**src/rtl/hue_sequencer.sv**
```systemverilog
// hue_sequencer
//   Generates three PWM duty values that walk the hue wheel
//   R -> Y -> G -> C -> B -> M -> R in six linear sectors. In each sector
//   one channel is held at full, one is held at zero and one ramps by
//   INC_DEC_VAL per duty step. A step happens once every INC_DEC_INTERVAL
//   enabled clock cycles. All outputs are registered and drive the
//   pwm_value inputs of three pwm instances directly.
//
// Ports
//   clk          system clock
//   rst          synchronous, active-high reset (overrides enable)
//   enable       advance when high, freeze everything when low
//   reverse      (HUE_SEQUENCER_REVERSE_EN only) walk the wheel backwards
//   r_value      red duty,   0..PWM_INTERVAL
//   g_value      green duty, 0..PWM_INTERVAL
//   b_value      blue duty,  0..PWM_INTERVAL
//   sector       current hue sector, 0..5
//   step_strobe  high for the one cycle after every duty step
//
// Build option
//   HUE_SEQUENCER_REVERSE_EN : adds the reverse input. Without it the
//   sequencer only runs forward.

module hue_sequencer #(
  parameter int PWM_INTERVAL     = 1200,
  parameter int INC_DEC_INTERVAL = 12000,
  parameter int INC_DEC_MAX      = 200,
  localparam int W               = $clog2(PWM_INTERVAL)
) (
  input  logic         clk,
  input  logic         rst,
  input  logic         enable,
`ifdef HUE_SEQUENCER_REVERSE_EN
  input  logic         reverse,
`endif
  output logic [W-1:0] r_value,
  output logic [W-1:0] g_value,
  output logic [W-1:0] b_value,
  output logic [2:0]   sector,
  output logic         step_strobe
);

  localparam int INC_DEC_VAL = PWM_INTERVAL / INC_DEC_MAX;
  localparam int PW = (INC_DEC_INTERVAL > 1) ? $clog2(INC_DEC_INTERVAL) : 1;
  localparam int SW = (INC_DEC_MAX > 1) ? $clog2(INC_DEC_MAX) : 1;

  localparam logic [W-1:0]  FULL     = W'(PWM_INTERVAL);
  localparam logic [W-1:0]  VAL      = W'(INC_DEC_VAL);
  localparam logic [PW-1:0] PRESC_TC = PW'(INC_DEC_INTERVAL - 1);
  localparam logic [SW-1:0] STEP_TC  = SW'(INC_DEC_MAX - 1);

  // Parameter sanity: the full duty must fit the output width exactly
  // (not a power of two) and divide evenly into per-sector steps.
  if ((PWM_INTERVAL % INC_DEC_MAX) != 0) begin : g_bad_ratio
    $error("hue_sequencer: PWM_INTERVAL must be a multiple of INC_DEC_MAX");
  end
  if (PWM_INTERVAL >= (2 ** W)) begin : g_bad_width
    $error("hue_sequencer: PWM_INTERVAL must not be a power of two");
  end

  typedef enum logic [2:0] {
    S0 = 3'd0,  // R full, G up,   B 0
    S1 = 3'd1,  // G full, R down, B 0
    S2 = 3'd2,  // G full, B up,   R 0
    S3 = 3'd3,  // B full, G down, R 0
    S4 = 3'd4,  // B full, R up,   G 0
    S5 = 3'd5   // R full, B down, G 0
  } sector_e;

  typedef enum logic [1:0] {
    CH_R = 2'd0,
    CH_G = 2'd1,
    CH_B = 2'd2
  } chan_e;

  function automatic sector_e sec_next(input sector_e s);
    case (s)
      S0:      return S1;
      S1:      return S2;
      S2:      return S3;
      S3:      return S4;
      S4:      return S5;
      S5:      return S0;
      default: return S0;
    endcase
  endfunction

  function automatic sector_e sec_prev(input sector_e s);
    case (s)
      S0:      return S5;
      S1:      return S0;
      S2:      return S1;
      S3:      return S2;
      S4:      return S3;
      S5:      return S4;
      default: return S0;
    endcase
  endfunction

  logic rev;
`ifdef HUE_SEQUENCER_REVERSE_EN
  assign rev = reverse;
`else
  assign rev = 1'b0;
`endif

  sector_e       sector_q, sector_d, ramp_sec;
  logic [PW-1:0] presc_q;
  logic [SW-1:0] step_q, step_d;
  logic [W-1:0]  r_q, g_q, b_q;
  logic [W-1:0]  r_d, g_d, b_d;
  logic          strobe_q;
  logic          tc;
  logic          ramp_up;
  chan_e         ramp_ch;

  // step_q is the number of steps already taken inside sector_q, counted
  // in the forward direction. A reverse step is therefore a decrement; a
  // reverse step from count 0 moves into the previous sector at its last
  // count, so the ramping channel backs out of that sector. Because the
  // stored count is position-based, flipping direction mid-sector leaves
  // the values continuous: the count seen by the new direction is the
  // mirror INC_DEC_MAX-1-step of the old one.
  always_comb begin
    tc       = (presc_q == PRESC_TC);
    sector_d = sector_q;
    step_d   = step_q;
    ramp_sec = sector_q;
    ramp_ch  = CH_G;
    ramp_up  = 1'b1;
    r_d      = r_q;
    g_d      = g_q;
    b_d      = b_q;

    if (!rev) begin
      if (step_q == STEP_TC) begin
        step_d   = '0;
        sector_d = sec_next(sector_q);
      end else begin
        step_d = step_q + SW'(1);
      end
    end else begin
      if (step_q == '0) begin
        step_d   = STEP_TC;
        sector_d = sec_prev(sector_q);
        ramp_sec = sec_prev(sector_q);
      end else begin
        step_d = step_q - SW'(1);
      end
    end

    case (ramp_sec)
      S0:      begin ramp_ch = CH_G; ramp_up = 1'b1; end
      S1:      begin ramp_ch = CH_R; ramp_up = 1'b0; end
      S2:      begin ramp_ch = CH_B; ramp_up = 1'b1; end
      S3:      begin ramp_ch = CH_G; ramp_up = 1'b0; end
      S4:      begin ramp_ch = CH_R; ramp_up = 1'b1; end
      S5:      begin ramp_ch = CH_B; ramp_up = 1'b0; end
      default: begin ramp_ch = CH_G; ramp_up = 1'b1; end
    endcase

    if (rev) begin
      ramp_up = !ramp_up;
    end

    // The sector structure guarantees the ramp never leaves 0..FULL, so a
    // plain add/subtract at the output width is exact.
    case (ramp_ch)
      CH_R:    r_d = ramp_up ? (r_q + VAL) : (r_q - VAL);
      CH_G:    g_d = ramp_up ? (g_q + VAL) : (g_q - VAL);
      CH_B:    b_d = ramp_up ? (b_q + VAL) : (b_q - VAL);
      default: g_d = g_q;
    endcase
  end

  always_ff @(posedge clk) begin
    if (rst) begin
      presc_q  <= '0;
      step_q   <= '0;
      sector_q <= S0;
      r_q      <= FULL;
      g_q      <= '0;
      b_q      <= '0;
      strobe_q <= 1'b0;
    end else begin
      strobe_q <= 1'b0;
      if (enable) begin
        if (tc) begin
          presc_q  <= '0;
          step_q   <= step_d;
          sector_q <= sector_d;
          r_q      <= r_d;
          g_q      <= g_d;
          b_q      <= b_d;
          strobe_q <= 1'b1;
        end else begin
          presc_q <= presc_q + PW'(1);
        end
      end
    end
  end

  assign r_value     = r_q;
  assign g_value     = g_q;
  assign b_value     = b_q;
  assign sector      = sector_q;
  assign step_strobe = strobe_q;

endmodule

```
**config.mk**
```make
export PLATFORM = sky130hd
export DESIGN_NAME = hue_sequencer
export DESIGN_NICKNAME = d
export VERILOG_FILES = /design/src/rtl/hue_sequencer.sv
export SDC_FILE = /design/constraint.sdc
export NUM_CORES = 1
export LEC_CHECK = 0
export CELL_PAD_IN_SITES_DETAIL_PLACEMENT = 2
export CELL_PAD_IN_SITES_GLOBAL_PLACEMENT = 2
export CORE_MARGIN = 5
export CORE_UTILIZATION = 35
export CTS_BUF_LIST = sky130_fd_sc_hd__clkbuf_8
export CTS_CLUSTER_DIAMETER = 40
export DETAILED_ROUTE_END_ITERATION = 12
export PLACE_DENSITY_LB_ADDON = 0.1
export SYNTH_ARGS = -nofsm -noshare
export SYNTH_HDL_FRONTEND = slang
export SYNTH_SLANG_ARGS = --single-unit
```
**constraint.sdc**
```tcl
create_clock -name clk -period 3.8 [get_ports clk]
set_clock_uncertainty 0.1 [all_clocks]
set_input_delay 1.14 -clock clk [delete_from_list [all_inputs] [get_ports clk]]
set_output_delay 1.14 -clock clk [all_outputs]
set_load 0.03 [all_outputs]
```
==> results of run 1 <==
worst max-delay path: cells and delay by family, from the launching register on:
kind / cells / cell delay, ps
AO/OA/AOI/OAI: 3 / 1090
flip-flops: 1 / 510
AND/OR/NAND/NOR: 2 / 470
adder cells (fa/ha/maj): 1 / 440
buffers and inverters: 1 / 220
XOR/XNOR: 1 / 180
multiplexers: 1 / 150
power by group through the flow:
stage                     combinational (mW)  sequential [mW]  clock (mW)
after floorplan                       0.0205            0.605           0
after global placement                0.0283            0.606           0
after detailed placement              0.0289            0.606           0
after CTS                             0.0289            0.592       0.418
after global routing                  0.0315            0.593       0.436
final                                 0.0278            0.592       0.394
cell type report:
type / instances / area, um^2
Inverter: 5 / 18.8
Timing Repair Buffer: 44 / 420
Tap cell: 129 / 161
Clock buffer: 5 / 68.8
Fill cell: 1074 / 5360
Clock inverter: 3 / 38.8
Sequential cell: 56 / 1120
Multi-Input combinational cell: 324 / 2140
stage by stage:
stage,hold WS [ps],worst slack (ps)
floorplan,366,185
global route,411,294
global placement,360,410
detailed placement,373,319
CTS,389,529
finish,381,539
cells by family after synthesis:
group                      Yosys count
muxes                               18
DFF                                 56
xor gates and xnor gates            39
adders and majority gates           29
buffers and inverters               21
AOI/OAI and AO/OA                   71
and+or+nand+nor                    164
other                                1
metal layers:
layer | share of wire [%] | vias to the layer above | track usage (%) | routed length, um
li1 | - | 1443 | - | -
met3 | 2.5 | 6 | 2.63 | 210
met4 | 0.89 | 0 | 3.70 | 75
met5 | 0 | - | 0 | 0
met1 | 45 | 1403 | 17.7 | 3770
met2 | 52 | 29 | 28.6 | 4380
state kept, by name, summed over array words and instances (netlist names):
signal	count
b_value	10
g_value	10
sector	3
r_value	10
step_q	8
presc_q	14
step_strobe	1
layout by cell type (no fill, tap or decap), drive strengths merged, types with 3 or more instances in the layout:
| cell type | instances |
|---|---|
| a21o | 5 |
| a21oi | 35 |
| a31oi | 4 |
| and2 | 5 |
| and3 | 3 |
| buf | 8 |
| clkbuf | 5 |
| clkdlybuf4s50 | 36 |
| conb | 3 |
| dfxtp | 56 |
| fa | 3 |
| ha | 26 |
| inv | 5 |
| mux2i | 16 |
| nand2 | 43 |
| nand3 | 18 |
| nand4 | 5 |
| nor2 | 64 |
| nor2b | 10 |
| o211ai | 3 |
| o21ai | 12 |
| or2 | 3 |
| xnor2 | 13 |
| xor2 | 26 |
worst paths after layout:
check,startpoint,end,cells past startpoint
min,g_value[4],g_value[4],2
max,sector[0],b_value[9],9
max reg2reg,sector[0],b_value[9],9
min reg2reg,g_value[4],g_value[4],2
==> impl_metrics.ini, run 1 <==
[status]
status = finished clean

[yosys]
synth-compound-area-share_pct = 12.7
synth_xor_area_share_pct = 10.1
synthAdderAreaFrac_pct = 11.4
yosys.area.top_type = dfxtp_1
synth_area_um2 = 3370
synth_warnings = 0
synth_edf_count = 0
synthDominantCellAreaShare_pct = 33.3
syn-instance-count = 399
ys.flop_type = dfxtp_1
synthArstFlopShare_pct = 0
netlist_top_cells_count = nor2_1, dfxtp_1, nand2_1, a21oi_1
yosysSeqAreaShare_pct = 33.3
avgSynthCellArea_um2 = 8.44
synth_mux_area_share_pct = 5.42
synth_cell_types = 52
synth.most_common_cell = nor2_1
synth-seq-cells = 56
synthTopCellsByArea = dfxtp_1, ha_1, nor2_1, xor2_1, a21oi_1
synth_top_family_by_area = simple AND/OR/NAND/NOR gates
yosys.area_share.simple_pct = 23.6

[clock_network]
post_cts.repair.setup_buffers = 0
cts_tree = yes
clock-root-buffer = clkbuf_8
htree_levels = 2
clkSinkCount = 56
insertion_delay_ps = 310
cts.path.max_buffers = 2
cts_resized = 0
cts_buffers = 5
cts_hold_buf = 0
clkTransAtPathRegs_ps = 100

[sta]
timing.final.crit_share_pct = 85.8
maxSlewHeadroom_pct = 49.3
rsz0062_at_grt = no
setup_viol = 0
fin_crit_ps = 3260
hold_viol_final = 0
slew_violations = 0
fmax_mhz = 307
tightest_slew_ps = 741
tns_ps = 0

[placement]
port_buffers = 36
placed_area_um2 = 3860
gp_congestion = 0.808
detailed_place_hpwl_um = 6590
dpl.cell_count = 558

[grt]
grt.total_usage_pct = 15.2
antenna_found_initial = 0
grt_start_max_net_pins = 23
grt_first_pass_wirelength_um = 14600
grt_overflow = 0
grt_pass1_vias = 3114

[hold_path]
min_path_type = reg2reg

[final_layout]
final_layout_size_suffix_gt1_share_pct = 5.95
finalInstanceArea_um2 = 3970
num_antenna_cells = 0
postLayoutCoreUtil_pct = 42.6
layout.nets = 468
syn_to_final_growth_pct = 17.9
final_cells = 566

[floorplanning]
die_area_um2 = 11700
floorplan.initialDensity_pct = 36.1
pin_count = 40
die-width_um = 108
std_cell_rows = 35
coreArea_um2 = 9330
die_h_um = 108

[power]
internal_power_mw = 0.790
vdd_ir_drop_max_mv = 0.186
powerDensity_nw_per_um2 = 255
p_sw_mw = 0.223
leakage_nw = 1.63
swShare_pct = 22.0
comb_power_share_pct = 2.7
power.total_mw = 1.01
clkPwrFrac_pct = 38.8
power_frac_seq_pct = 58.4

[critical_path]
crit_chain = and2_1 -> inv_1 -> fa_1 -> a21o_1 -> a2111oi_0 -> o31ai_1 -> xor2_1 -> mux2i_1 -> nor2_1
slowest_stage = a2111oi_0
slowest_delay_ps = 700
critical_path_arrival_ps = 3360
ff2ff_setup_slack_ps = 540
crit_type = reg2reg
end_kind = register
cp_data_required_time_ps = 3900
path_max_fanout = 10
worst_setup_path_start_kind = register

[routing]
vias_per_cell = 5.09
antenna_left = 0
drt-total-wl_um = 8440
vias = 2881
wire_per_inst_um = 14.9
drc_errors = 0
first_pass_iters = 4
drt_iter0_markers = 51

[job]
drv_cap = 0
No activity file was read; power rests on OpenSTA's default activity.
==> run 2, diff against run 1 <==
- SETUP_SLACK_MARGIN: unset -> 0.2
- SLEW_MARGIN: unset -> 10
==> impl_metrics.ini, run 2 (synthesis gave the netlist of run 1 again) <==
[grt]
grt_start_max_net_pins = 26
grt_pass1_vias = 3209
antenna_found_initial = 0
grt.total_usage_pct = 15.8
grt_overflow = 0
grt_first_pass_wirelength_um = 15000

[sta]
tightest_slew_ps = 768
timing.final.crit_share_pct = 84.3
fin_crit_ps = 3200
maxSlewHeadroom_pct = 48.8
hold_viol_final = 0
worst_slack_ps = 598
tns_ps = 0
setup_viol = 0
fmax_mhz = 312
rsz0062_at_grt = no
slew_violations = 0

[critical_path]
slowest_delay_ps = 600
slowest_stage = clkdlybuf4s50_1
worst_setup_path_start_kind = input pin
crit_chain = clkdlybuf4s50_1 -> and4_4 -> and4bb_4 -> and2_1 -> nand2_1 -> mux2i_1 -> mux2_2
end_kind = register
path_max_fanout = 11
crit_type = in2reg
cp_data_required_time_ps = 3910
critical_path_arrival_ps = 3310

[routing]
vias_per_cell = 5.13
drc_errors = 0
first_pass_iters = 4
vias = 2897
antenna_left = 0
wire_per_inst_um = 15.1
drt-total-wl_um = 8520
drt_iter0_markers = 86

[final_layout]
layout_common_cells = nor2_1, dfxtp_1, nand2_1
fillers = 1079
final_common_cell = nor2_1
layout.nets = 467
multi_input_area_um2 = 2140
final_cells = 565
largest_register_ffs = 14
final_layout_size_suffix_gt1_share_pct = 5.73
num_antenna_cells = 0
syn_to_final_growth_pct = 17.7
largest_register = presc_q
seqCellArea_um2 = 1120
postLayoutCoreUtil_pct = 42.5

[clock_network]
cts_tree = yes
cts.path.max_buffers = 2
post_cts.repair.setup_buffers = 0
clkSinkCount = 56
cts_buffers = 5
cts_hold_buf = 0
clkTransAtPathRegs_ps = 110
cts_resized = 0
clock-root-buffer = clkbuf_8
htree_levels = 2
insertion_delay_ps = 310

[hold_path]
min_path_type = reg2reg

[power]
leakage_nw = 1.63
power.total_mw = 1.02
vdd_ir_drop_max_mv = 0.161
powerDensity_nw_per_um2 = 257

[placement]
port_buffers = 36
gp_congestion = 0.782
detailed_place_hpwl_um = 6520
place_ws_ps = 280
dpl.cell_count = 557

[floorplanning]
std_cell_rows = 35
pin_count = 40
die_area_um2 = 11700
coreArea_um2 = 9330
die_h_um = 108
floorplan.initialDensity_pct = 36.1
die-width_um = 108

[status]
status = finished clean

[job]
drv_cap = 0
-- run 2: cell types whose count changed in the layout (fill, tap and decap cells not counted) --
cell,previous run,this run
buf_4,8,7
-- run 2: critical path: cells and delay by family --
kind | cells | cell delay (ps)
simple gates | 4 | 1010
buf+inv | 1 | 600
mux | 2 | 550
-- run 2: power by group --
| group | switching [mW] | internal [mW] | leakage [nW] |
|---|---|---|---|
| Combinational | 0.0199 | 0.00811 | 1.12 |
| Clock | 0.206 | 0.194 | 0.0593 |
| Sequential | 0.00369 | 0.589 | 0.451 |
-- run 2: cell type report --
type / count / area share (%)
Clock buffer: 5 / 1.74
Clock inverter: 3 / 0.978
Inverter: 5 / 0.473
Multi-Input combinational cell: 324 / 54.1
Sequential cell: 56 / 28.3
Tap cell: 129 / 4.07
Timing Repair Buffer: 43 / 10.4
-- run 2: routing by layer --
layer / up-vias / part of all wire (%) / global-route usage, %
met1: 1417 / 45 / 18.1
met3: 6 / 1.9 / 2.51
met4: 0 / 0.94 / 3.61
met5: - / 0 / 0
met2: 28 / 52 / 30.4
li1: 1446 / - / -
-- run 2: final timing paths --
| kind | endpoint | cells past startpoint | startpoint | slack [ps] |
|---|---|---|---|---|
| worst min-delay path | g_value[4] | 2 | g_value[4] | 390 |
| worst max register to register | g_value[10] | 10 | sector[1] | 650 |
| worst max-delay path | g_value[10] | 7 | enable | 600 |
| worst min register to register | g_value[4] | 2 | g_value[4] | 390 |
-- run 2: per-stage QoR --
step,hold slack (ps),instance area (um^2)
global placement,361,3860
CTS,399,3970
finish,390,3970
floorplan,366,3380
detailed placement,385,3860
global route,421,3970
==> run 3, diff against run 2 <==
- clock period: 3.8 -> 3.3 ns (I/O delays scaled with it)
==> impl_metrics.ini, run 3 (synthesis gave the netlist of run 1 again) <==
[sta]
whs_ps = 392
rsz0062_at_grt = no
fmax_mhz = 353
setup_viol = 0
slew_violations = 0
timing.final.crit_share_pct = 85.9
hold_viol_final = 0
tns_ps = 0
tightest_slew_ps = 544
maxSlewHeadroom_pct = 63.6
fin_crit_ps = 2830

[final_layout]
layout_common_cells = nor2_1, dfxtp_1, nand2_1
final_cells = 571
fillers = 1077
layout.nets = 473
num_antenna_cells = 0
final_common_cell = nor2_1
final_layout_size_suffix_gt1_share_pct = 7.47
postLayoutCoreUtil_pct = 42.8
largest_register_ffs = 14
largest_register = presc_q
syn_to_final_growth_pct = 18.6

[routing]
wl_met2_um = 4820
drc_errors = 0
route.top_layer_used = met4
vias = 2954
first_pass_iters = 4
wire_per_inst_um = 16.3
dr_wl_met3_um = 201
vias_per_cell = 5.17
drt-total-wl_um = 9300
antenna_left = 0
drt_iter0_markers = 43
met1_length_um = 4140

[floorplanning]
std_cell_rows = 35
die_area_um2 = 11700
die-width_um = 108
die_h_um = 108
coreArea_um2 = 9330
pin_count = 40
floorplan.initialDensity_pct = 36.1

[power]
vdd_ir_drop_max_mv = 0.152
powerDensity_nw_per_um2 = 283
power.total_mw = 1.13
leakage_nw = 1.65

[job]
drv_cap = 0

[critical_path]
crit_chain = nand2_1 -> and2_1 -> buf_4 -> ha_1 -> a21oi_1 -> nor2b_1 -> a311o_1 -> a21oi_1 -> mux2i_1 -> mux2_2
cp.buffers_inverters = 1
slowest_delay_ps = 380
cp_data_required_time_ps = 3430
critical_path_arrival_ps = 2960
crit_type = reg2reg
cp_top_family = compound AO/OA/AOI/OAI gates
end_kind = register
slowest_stage = a311o_1
worst_setup_path_start_kind = register
cpMostUsedCell = a21oi_1
path_max_fanout = 8

[clock_network]
clkSinkCount = 56
cts.path.max_buffers = 2
cts_tree = yes
cts_buffers = 5
htree_levels = 2
clkTransAtPathRegs_ps = 110
post_cts.repair.setup_buffers = 0
clock-root-buffer = clkbuf_8
insertion_delay_ps = 330

[placement]
port_buffers = 36
gp_congestion = 0.760
dpl.cell_count = 563
detailed_place_hpwl_um = 7130

[status]
status = finished clean

[grt]
grt_pass1_vias = 3264
grt_start_max_net_pins = 28
grt_overflow = 0
grt_first_pass_wirelength_um = 15700
grt.total_usage_pct = 16.7
antenna_found_initial = 0

[hold_path]
min_path_type = reg2reg
[run 3: cell count changes in the layout (fill, tap and decap cells not counted)]
cell	before	now
bufinv_16	1	0
a2111oi_1	0	1
buf_4	7	13
inv_6	0	1
clkinv_4	0	1
inv_2	0	1
inv_1	5	3
a2111oi_0	2	1
[run 3: repair_timing]
item	in CTS	in global routing
hold buffers	0	0
endpoints found under the setup margin	0	2
resized for setup	0	1
[run 3: power breakdown]
part           switching [mW]  internal, mW
Sequential            0.00361         0.678
Clock                   0.263         0.153
Combinational          0.0241        0.0102
[run 3: final cells by class]
class / count / area (um^2) / share of cell area, %
sequential: 56 / 1120 / 28.1
multi-input combinational: 324 / 2140 / 53.7
clock buffer: 5 / 68.8 / 1.72
inverter: 5 / 18.8 / 0.470
tap: 129 / 161 / 4.04
clock inverter: 3 / 22.5 / 0.564
timing repair buffer: 49 / 458 / 11.5
[run 3: layer usage]
| metal | global-route usage, % | up-vias |
|---|---|---|
| li1 | - | 1456 |
| met1 | 19.1 | 1452 |
| met2 | 31.8 | 32 |
| met3 | 2.63 | 14 |
| met4 | 4.87 | 0 |
| met5 | 0 | - |
[run 3: final timing paths]
kind,slack (ps),startpoint,to,depth (start not counted)
hold reg to reg,390,g_value[7],g_value[7],2
hold / removal,390,g_value[7],g_value[7],2
setup / recovery,470,sector[1],g_value[10],10
setup reg to reg,470,sector[1],g_value[10],10
[run 3: stage by stage]
stage / cell area [um^2] / worst slack [ps]
2_1_floorplan: 3380 / 248
3_3_place_gp: 3900 / 233
3_5_place_dp: 3900 / 173
4_1_cts: 3990 / 327
5_1_grt: 4000 / 220
6_report: 4000 / 466
[run 3: worst min-delay path, cell delays in order (launching register included)]
cell     delay [ps]
dfxtp_1         340
nand2_1          60
a21oi_1          50
